<file path="src/rtl/alu_pipe_fwd_if.sv">
// Issue-side bus of alu_pipe_fwd: operation handshake, global hold and the
// stage-3 result/flag outputs.
interface alu_pipe_fwd_if #(
  parameter int DATA_W = 16,
  parameter int REG_AW = 4,
  parameter int MEM_AW = 8
);
  logic              in_valid;
  logic              in_ready;
  logic              hold;
  logic [REG_AW-1:0] rs1;
  logic [REG_AW-1:0] rs2;
  logic [REG_AW-1:0] rd;
  logic [3:0]        func;
  logic [MEM_AW-1:0] addr;
  logic [DATA_W-1:0] z_out;
  logic              z_valid;
  logic              z_zero;
  logic              z_carry;

  // Issue logic side
  modport master (
    output in_valid, hold, rs1, rs2, rd, func, addr,
    input  in_ready, z_out, z_valid, z_zero, z_carry
  );

  // Pipeline side
  modport slave (
    input  in_valid, hold, rs1, rs2, rd, func, addr,
    output in_ready, z_out, z_valid, z_zero, z_carry
  );
endinterface

</file>
<file path="src/rtl/alu_pipe_fwd.sv">
// alu_pipe_fwd: register-read / ALU / writeback / memory-write pipeline with
// full operand forwarding, valid/ready intake and a global freeze (hold).
module alu_pipe_fwd #(
  parameter int DATA_W = 16,
  parameter int REG_AW = 4,
  parameter int MEM_AW = 8
) (
  input  logic              clk,
  input  logic              rst_n,
  alu_pipe_fwd_if.slave     bus,
  input  logic [REG_AW-1:0] rf_dbg_addr,
  output logic [DATA_W-1:0] rf_dbg_data,
  input  logic [MEM_AW-1:0] mem_dbg_addr,
  output logic [DATA_W-1:0] mem_dbg_data
);
  localparam int SH_W = $clog2(DATA_W);
  localparam int NREG = 2**REG_AW;
  localparam int NMEM = 2**MEM_AW;

  localparam logic [3:0] F_ADD  = 4'd1;
  localparam logic [3:0] F_SUB  = 4'd2;
  localparam logic [3:0] F_AND  = 4'd3;
  localparam logic [3:0] F_OR   = 4'd4;
  localparam logic [3:0] F_XOR  = 4'd5;
  localparam logic [3:0] F_NOTB = 4'd6;
  localparam logic [3:0] F_NOTA = 4'd7;
  localparam logic [3:0] F_SHL  = 4'd8;
  localparam logic [3:0] F_SHR  = 4'd9;
  localparam logic [3:0] F_PASS = 4'd10;
  localparam logic [3:0] F_SLTU = 4'd11;

  // S1->S2: latched operands and control
  typedef struct packed {
    logic [DATA_W-1:0] a;
    logic [DATA_W-1:0] b;
    logic [REG_AW-1:0] rd;
    logic [3:0]        func;
    logic [MEM_AW-1:0] addr;
  } s1_t;

  // S2->S3: ALU result awaiting writeback
  typedef struct packed {
    logic [DATA_W-1:0] res;
    logic              carry;
    logic [REG_AW-1:0] rd;
    logic [MEM_AW-1:0] addr;
  } s2_t;

  // S3->S4: architecturally visible result awaiting the memory write
  typedef struct packed {
    logic [DATA_W-1:0] res;
    logic              zero;
    logic              carry;
    logic [MEM_AW-1:0] addr;
  } s3_t;

  s1_t  s1_q;
  s2_t  s2_q;
  s3_t  s3_q;
  logic [3:1] vld_pipe;

  logic [DATA_W-1:0] bank [NREG];
  logic [DATA_W-1:0] mem  [NMEM];

  logic [DATA_W-1:0] alu_res;
  logic              alu_carry;
  logic [DATA_W-1:0] op_a;
  logic [DATA_W-1:0] op_b;

  assign bus.in_ready = !bus.hold;

  // ALU on the S1 entry; its output is also the youngest forwarding source
  always_comb begin
    logic [DATA_W:0]   sum;
    logic [DATA_W:0]   dif;
    logic [SH_W-1:0]   sh;
    sum       = {1'b0, s1_q.a} + {1'b0, s1_q.b};
    dif       = {1'b0, s1_q.a} - {1'b0, s1_q.b};
    sh        = s1_q.b[SH_W-1:0];
    alu_res   = '0;
    alu_carry = 1'b0;
    case (s1_q.func)
      F_ADD:  begin alu_res = sum[DATA_W-1:0]; alu_carry = sum[DATA_W]; end
      F_SUB:  begin alu_res = dif[DATA_W-1:0]; alu_carry = dif[DATA_W]; end
      F_AND:  alu_res = s1_q.a & s1_q.b;
      F_OR:   alu_res = s1_q.a | s1_q.b;
      F_XOR:  alu_res = s1_q.a ^ s1_q.b;
      F_NOTB: alu_res = ~s1_q.b;
      F_NOTA: alu_res = ~s1_q.a;
      F_SHL:  alu_res = s1_q.a << sh;
      F_SHR:  alu_res = s1_q.a >> sh;
      F_PASS: alu_res = s1_q.a;
      F_SLTU: alu_res = {{(DATA_W-1){1'b0}}, (s1_q.a < s1_q.b)};
      default: alu_res = '0;
    endcase
  end

  // Operand select: S1 ALU output beats S2 result beats the bank. S2 covers
  // the bank write landing on the same edge as this read.
  always_comb begin
    op_a = bank[bus.rs1];
    if (vld_pipe[2] && s2_q.rd == bus.rs1) op_a = s2_q.res;
    if (vld_pipe[1] && s1_q.rd == bus.rs1) op_a = alu_res;
    op_b = bank[bus.rs2];
    if (vld_pipe[2] && s2_q.rd == bus.rs2) op_b = s2_q.res;
    if (vld_pipe[1] && s1_q.rd == bus.rs2) op_b = alu_res;
  end

  // Stage registers and valid shift; hold freezes everything
  always_ff @(posedge clk or negedge rst_n) begin
    if (!rst_n) begin
      vld_pipe <= '0;
      s1_q     <= '0;
      s2_q     <= '0;
      s3_q     <= '0;
    end else if (!bus.hold) begin
      vld_pipe <= {vld_pipe[2:1], bus.in_valid};
      if (bus.in_valid) begin
        s1_q.a    <= op_a;
        s1_q.b    <= op_b;
        s1_q.rd   <= bus.rd;
        s1_q.func <= bus.func;
        s1_q.addr <= bus.addr;
      end
      s2_q.res   <= alu_res;
      s2_q.carry <= alu_carry;
      s2_q.rd    <= s1_q.rd;
      s2_q.addr  <= s1_q.addr;
      s3_q.res   <= s2_q.res;
      s3_q.zero  <= (s2_q.res == '0);
      s3_q.carry <= s2_q.carry;
      s3_q.addr  <= s2_q.addr;
    end
  end

  // Register bank writeback from the valid S2 entry; cleared by reset
  always_ff @(posedge clk or negedge rst_n) begin
    if (!rst_n) begin
      for (int i = 0; i < NREG; i++) bank[i] <= '0;
    end else if (!bus.hold && vld_pipe[2]) begin
      bank[s2_q.rd] <= s2_q.res;
    end
  end

  // Memory write from the valid S3 entry; contents survive reset, and the
  // async clear of vld_pipe keeps reset edges write-free
  always_ff @(posedge clk) begin
    if (!bus.hold && vld_pipe[3]) mem[s3_q.addr] <= s3_q.res;
  end

  assign bus.z_out   = s3_q.res;
  assign bus.z_valid = vld_pipe[3];
  assign bus.z_zero  = s3_q.zero;
  assign bus.z_carry = s3_q.carry;

  assign rf_dbg_data  = bank[rf_dbg_addr];
  assign mem_dbg_data = mem[mem_dbg_addr];
endmodule

</file>
<file path="src/flat_wrapper.sv">
// flat-port wrapper written by rule: the top's interface ports become plain ports
module alu_pipe_fwd_flat 
#(
  parameter int DATA_W = 16,
  parameter int REG_AW = 4,
  parameter int MEM_AW = 8
)
  (clk, rst_n, rf_dbg_addr, rf_dbg_data, mem_dbg_addr, mem_dbg_data, bus_in_valid, bus_hold, bus_rs1, bus_rs2, bus_rd, bus_func, bus_addr, bus_in_ready, bus_z_out, bus_z_valid, bus_z_zero, bus_z_carry);
  alu_pipe_fwd_if #(.DATA_W(DATA_W), .REG_AW(REG_AW), .MEM_AW(MEM_AW)) bus_i ();
  input  logic clk;
  input  logic rst_n;
  input  logic [REG_AW-1:0] rf_dbg_addr;
  output logic [DATA_W-1:0] rf_dbg_data;
  input  logic [MEM_AW-1:0] mem_dbg_addr;
  output logic [DATA_W-1:0] mem_dbg_data;
  input wire logic [$bits(bus_i.in_valid)-1:0] bus_in_valid;
  input wire logic [$bits(bus_i.hold)-1:0] bus_hold;
  input wire logic [$bits(bus_i.rs1)-1:0] bus_rs1;
  input wire logic [$bits(bus_i.rs2)-1:0] bus_rs2;
  input wire logic [$bits(bus_i.rd)-1:0] bus_rd;
  input wire logic [$bits(bus_i.func)-1:0] bus_func;
  input wire logic [$bits(bus_i.addr)-1:0] bus_addr;
  output wire logic [$bits(bus_i.in_ready)-1:0] bus_in_ready;
  output wire logic [$bits(bus_i.z_out)-1:0] bus_z_out;
  output wire logic [$bits(bus_i.z_valid)-1:0] bus_z_valid;
  output wire logic [$bits(bus_i.z_zero)-1:0] bus_z_zero;
  output wire logic [$bits(bus_i.z_carry)-1:0] bus_z_carry;
  assign bus_i.in_valid = bus_in_valid;
  assign bus_i.hold = bus_hold;
  assign bus_i.rs1 = bus_rs1;
  assign bus_i.rs2 = bus_rs2;
  assign bus_i.rd = bus_rd;
  assign bus_i.func = bus_func;
  assign bus_i.addr = bus_addr;
  assign bus_in_ready = bus_i.in_ready;
  assign bus_z_out = bus_i.z_out;
  assign bus_z_valid = bus_i.z_valid;
  assign bus_z_zero = bus_i.z_zero;
  assign bus_z_carry = bus_i.z_carry;
  alu_pipe_fwd #(.DATA_W(DATA_W), .REG_AW(REG_AW), .MEM_AW(MEM_AW)) u_core (.clk(clk), .rst_n(rst_n), .bus(bus_i), .rf_dbg_addr(rf_dbg_addr), .rf_dbg_data(rf_dbg_data), .mem_dbg_addr(mem_dbg_addr), .mem_dbg_data(mem_dbg_data));
endmodule
</file>
<file path="config.mk">
export PLATFORM = sky130hd
export DESIGN_NAME = alu_pipe_fwd_flat
export DESIGN_NICKNAME = d
export VERILOG_FILES = /design/src/rtl/alu_pipe_fwd_if.sv /design/src/rtl/alu_pipe_fwd.sv /design/src/flat_wrapper.sv
export SDC_FILE = /design/constraint.sdc
export NUM_CORES = 2
export LEC_CHECK = 0
export ABC_CLOCK_PERIOD_IN_PS = 11600
export CORE_MARGIN = 2
export CORE_UTILIZATION = 40
export DETAILED_ROUTE_END_ITERATION = 8
export GPL_TIMING_DRIVEN = 0
export SLEW_MARGIN = 20
export SYNTH_ARGS = -nofsm -noshare
export SYNTH_HDL_FRONTEND = slang
export SYNTH_SLANG_ARGS = --single-unit
</file>
<file path="constraint.sdc">
create_clock -name clk -period 11.6 [get_ports clk]
set_clock_uncertainty 0.2 [all_clocks]
set_input_delay 2.32 -clock clk [delete_from_list [all_inputs] [get_ports clk]]
set_output_delay 2.32 -clock clk [all_outputs]
set_load 0.03 [all_outputs]
</file>
**Word-level counts from Yosys, hierarchy flattened**

Memory sizes are Yosys's and may differ from the RTL's.
Index checks and enable logic that the tools add are counted.

- Bits in registers: 362
- Latch bits: 0
- Bits in writable memories: 4,096
- ROM bits: 0
- Bits of input ports: 40
- Output and inout port bits: 52
- Memories kept: 1

- Add/sub/neg operators: 2
- $mul: 0
- Divide/modulo/power cells: 0
- Magnitude comparators: 6
- Equal/unequal tests: 15
- Shift operators: 2
- Muxes and demuxes: 20
- Bitwise operators: 10
- Reduce and logical (&&, ||, !) cells: 10

Memory list:

| memory | words | width | rd ports | clocked after memory_dff | write ports | line | text |
|---|---|---|---|---|---|---|---|
| u_core.mem | 256 | 16 | 1 | 0 | 1 | alu_pipe_fwd.sv:63 | `logic [DATA_W-1:0] mem [NMEM];` |

Operators with widths:

| kind | number |
|---|---|
| 256-bit bitwise mux | 1 |
| 16-bit binary-select mux with 4-bit select | 3 |
| 16-bit two-way mux | 11 |
| 16-bit case mux with 11 select lines | 1 |
| 16-bit demux with 4-bit select | 1 |
| 16-bit NOT | 2 |
| 5-bit >= comparator (second input constant) | 4 |
| 4-bit NOT with 5-bit output | 4 |
| 16-bit by 16-bit adder with 17-bit output | 1 |
| 16-bit by 16-bit subtractor with 17-bit output | 1 |
| 16-bit AND | 1 |
| 4-bit by 3-bit equality test with 1-bit output (second input constant) | 4 |
| 4-bit equality test | 4 |
| 4-bit equality test (second input constant) | 4 |
| 16-bit logical NOT | 1 |
| 16-bit less-than comparator | 1 |
| 16-bit bitwise OR | 1 |
| 16-bit by 4-bit << shifter with 16-bit output | 1 |
| 16-bit by 4-bit >> shifter with 16-bit output | 1 |
| 16-bit bitwise XOR | 1 |
| 4-bit by 2-bit equality test with 1-bit output (second input constant) | 2 |
| 1-bit logical AND | 7 |
| 5-bit by 1-bit less-than comparator with 1-bit output (second input constant) | 1 |
| 4-bit by 1-bit equality test with 1-bit output (second input constant) | 1 |
| other kinds (5) | 6 |

**Logic depth before layout (Yosys ltp)**

- Word-level depth: 6
- Depth in mapped cells: 13

**Worst setup path after synthesis**

No wires, ideal clock.

- Kind: input-to-output
- From: in mem_dbg_addr[1]
- To: out mem_dbg_data[14]
- Data arrival time: 4.686 ns
- Required time: 9.080 ns
- Path slack: 4.394 ns
- Cell stages on the path: 9
- Path buffers: 5
- Path through: buf_2 > buf_2 > buf_4 > clkbuf_1 > buf_1 > mux4_2 > mux4_2 > a22oi_1 > a31oi_1

- Cells in the longest elaborated chain, start to end: 1

RTL lines:

| what | line | text |
|---|---|---|
| start, declared | flat_wrapper.sv:14 | `input logic [MEM_AW-1:0] mem_dbg_addr;` |
| memory 256 x 16 bit | - |  |
| end, declared | flat_wrapper.sv:15 | `output logic [DATA_W-1:0] mem_dbg_data;` |

No other way between the ends.

**Final worst setup path**

- From: in mem_dbg_addr[4]
- To: out mem_dbg_data[3]

The elaborated chain is that of the path after synthesis.

==> flow_summary.toml <==
[run_status]
result_of_the_run = "completed"

[synthesis]
synth-main-ff-cell = "sky130_fd_sc_hd__edfxtp_1"
synth.ff_latch_count = 4458
mappedNetlistArea_sq_mm = 0.1809
synth_fp_nets = 8323
postSynthAreaPerCell_sq_um = 21.99
synth_edf_count = 4096
synth-seq-area-share = 0.7299
async_reset_ff_frac = 0.08120
synthCells = 8226
synth.lib_cells_used.distinct = 75
yosysWarningCount = 0

[route]
ant_nets = 0
drtPass1Iterations = 6
mean_routed_wirelength_per_cell_microns = 34.43
postRouteWirelength_mm = 527.8
dr.first_iter.drc_count = 12124
route.vias.total = 92168
drc = 0
avgViaCountPerCell = 6.012

[global_routing]
grt_util_all_layers = 0.2264
antenna_violations_before_repair = 19
grt_first_pass_wirelength_mm = 731.9
grt_start_max_net_pins = 101
grt_overflow_total = 0
first_global_vias = 93285

[die]
num_io_pins = 92
core_area_sq_mm = 0.4497
die_y_microns = 676.5
die-width_microns = 676.5
placementRows = 246
starting_density_of_the_core = 0.4023
die-area_sq_mm = 0.4577

[worst_setup_path]
ff2ff_setup_slack_ps = 6280
critical_path.cell_chain = "buf_2, buf_2, buf_2, clkbuf_1, mux4_2, mux2i_1, a221oi_1, nand2_1, a31oi_1, clkdlybuf4s50_1"
r2r_cells = 13
crit-reg2reg-capture = "u_core.s1_q[16]$_DFFE_PN0P_"
cp-endpoint = "mem_dbg_data[3]"
critical_path_peak_fanout = 10
critical_path.max_stage_delay_ps = 1030
critPathLaunch = "mem_dbg_addr[4]"
worstPathRequired_ps = 9080
cp.arrival_ps = 8390
r2r-start = "u_core.s1_q[18]$_DFFE_PN0P_"
cp-start-kind = "input port"
worstSetupPathDepth = 10
cp_endpoint_kind = "output port"
worst_path_dominant_cell_family = "buffers and inverters"
critical-path-top-cell-by-count = "sky130_fd_sc_hd__buf_2"
timing.critical_path.slowest_stage_cell = "sky130_fd_sc_hd__a221oi_1"
timing.critical_path.buf_inv = 5
worst-setup-path-type = "in2out"

[timing]
slew-limit-headroom = 0.1337
finalHoldViolCount = 0
fin_crit_sh = 0.9408
clock.fmax_ghz = 0.09163
post-route-worst-setup-slack_ps = 686.7
finalMaxSlewViolations = 0
max_slew.worst_pin.slew_ps = 1299
setup_tns_ps = 0
setup_viol = 0
grt_setup_unrepaired = "no"
finalCriticalPeriod_ps = 10910

[min_path]
min_path_type = "reg2reg"

[clocking]
post_cts.resized_instances = 0
cts.root.buffer_cell = "sky130_fd_sc_hd__clkbuf_16"
postCtsSetupBuffers = 0
clock-sinks = 4458
cts-htree-levels = 5
cts_tree = "yes"
clock_path_buffers = 4
cts_made_buffers = 439
postCtsHoldBufs = 0
clk_latency_ps = 1010
worst_setup_hold_path_clk_slew_ps = 60

[placed_design]
dpl.hpwl_mm = 360.6
place_congestion = 0.8962
placement.io_buffers = 76
post_placement_setup_slack_ps = 885.9

[pwr]
ir_drop_uv = 148.6
p_leak_nw = 67.57
cellPowerDensity_mw_per_mm2 = 188.3

[layout]
commonest_non_fill_non_tap_cells_in_the_layout = "sky130_fd_sc_hd__edfxtp_1 (4096), sky130_fd_sc_hd__mux4_2 (1538), sky130_fd_sc_hd__clkbuf_16 (447)"
design.final.nets = 9090
utilization = 0.4651
area_growth_syn_to_layout_pct = 15.61
most_common_cell_after_layout_fill_and_taps_aside = "sky130_fd_sc_hd__edfxtp_1"
drive_above_1_share = 0.3542

[job]
timing.max_cap.violations = 0
-- layer usage --
metal,vias up,part of all wire,track usage
li1,36419,-,-
met1,50239,0.39,0.3069
met2,4637,0.48,0.3622
met3,871,0.085,0.04286
met4,2,0.047,0.09320
met5,-,0.000032,0
-- logic make-up after synthesis --
logic type,Yosys count,synth area share
and+or+nand+nor,702,0.01687
buffers and inverters,615,0.01539
AOI/OAI and AO/OA,408,0.01543
muxes,1961,0.2172
DFF,4458,0.7299
adders and majority gates,57,0.004025
xor gates and xnor gates,25,0.001210
-- sequential cells by signal, summed over array words and instances (netlist names) --
register,flops
u_core.bank,256
u_core.bus.z_carry,1
u_core.bus.z_out,16
u_core.bus.z_zero,1
u_core.mem,4096
u_core.s1_q,48
u_core.s2_q,29
u_core.s3_q,8
u_core.vld_pipe,3
-- where the power goes --
part / total, W / internal [W] / switching, W
Clock: 0.0144 / 0.00820 / 0.00619
Sequential: 0.0196 / 0.0191 / 0.000519
Combinational: 0.00536 / 0.00180 / 0.00356
-- final cells by class --
class                           count  area [sq um]
Sequential cell                  4458        132100
Antenna cell                        8         20.02
Inverter                           48         180.2
Buffer                            567          2693
Clock buffer                      549         11750
Clock inverter                    270          2765
Timing Repair Buffer              326          4992
Fill cell                       36761        240500
Tap cell                         5952          7447
Multi-Input combinational cell   3153         47200
-- metrics by stage --
step                      cell area [sq um]  total power [W]  hold WS (ps)  std cells
after global placement               189100          0.02539         279.4      14254
final                                209200          0.03939         287.2      15331
after floorplan                      180900          0.02285         241.7       8226
after detailed placement             194600          0.02527         263.4      14501
after CTS                            209100          0.03951         284.9      15320
after global routing                 209100          0.04047         305.9      15326
-- how the worst min path moves through the flow --
stage | startpoint | end | slack, ps | cells past startpoint
after floorplan | u_core.s1_q[0]$_DFFE_PN0P_ | u_core.s1_q[0]$_DFFE_PN0P_ | 240 | 2
after CTS | u_core.s1_q[6]$_DFFE_PN0P_ | u_core.s1_q[6]$_DFFE_PN0P_ | 280 | 2
final | u_core.s1_q[6]$_DFFE_PN0P_ | u_core.s1_q[6]$_DFFE_PN0P_ | 290 | 2
after detailed placement | u_core.s1_q[6]$_DFFE_PN0P_ | u_core.s1_q[6]$_DFFE_PN0P_ | 260 | 2
after global placement | u_core.s1_q[0]$_DFFE_PN0P_ | u_core.s1_q[0]$_DFFE_PN0P_ | 280 | 2
after global routing | u_core.s1_q[4]$_DFFE_PN0P_ | u_core.s1_q[4]$_DFFE_PN0P_ | 310 | 2
-- worst register-to-register path, delay by kind of cell, from the launching register on --
kind | cells | cell delay (ps)
compound gates | 5 | 2470
fa+ha+maj | 1 | 380
buf+inv | 4 | 1380
flops | 1 | 350
simple gates | 3 | 450
-- synth_stat cells (10+ instances only) --
library cell	n	area (sq um)
sky130_fd_sc_hd__xor2_1	16	140.1
sky130_fd_sc_hd__o31ai_1	10	75.07
sky130_fd_sc_hd__o22ai_1	30	187.7
sky130_fd_sc_hd__nand2_1	158	593.1
sky130_fd_sc_hd__nor2_1	353	1325
sky130_fd_sc_hd__a31oi_1	24	150.1
sky130_fd_sc_hd__inv_1	46	172.7
sky130_fd_sc_hd__nand4_1	11	68.82
sky130_fd_sc_hd__nor3_1	22	110.1
sky130_fd_sc_hd__mux4_2	1538	34640
sky130_fd_sc_hd__edfxtp_1	4096	123000
sky130_fd_sc_hd__mux2i_1	86	860.8
sky130_fd_sc_hd__mux2_2	337	3795
sky130_fd_sc_hd__nand3_1	61	305.3
sky130_fd_sc_hd__ha_1	55	688.2
sky130_fd_sc_hd__buf_1	48	180.2
sky130_fd_sc_hd__nor2b_1	33	206.5
sky130_fd_sc_hd__a221oi_1	26	227.7
sky130_fd_sc_hd__buf_2	147	735.7
sky130_fd_sc_hd__clkbuf_1	311	1167
sky130_fd_sc_hd__dfrtp_1	362	9059
sky130_fd_sc_hd__a211oi_1	19	142.6
sky130_fd_sc_hd__a22oi_1	71	533.0
sky130_fd_sc_hd__a21oi_1	63	315.3
sky130_fd_sc_hd__buf_4	44	330.3
sky130_fd_sc_hd__o21ai_0	76	380.4
sky130_fd_sc_hd__and3_1	11	68.82
sky130_fd_sc_hd__buf_6	17	191.4
Power figures use the tool's default switching activity.
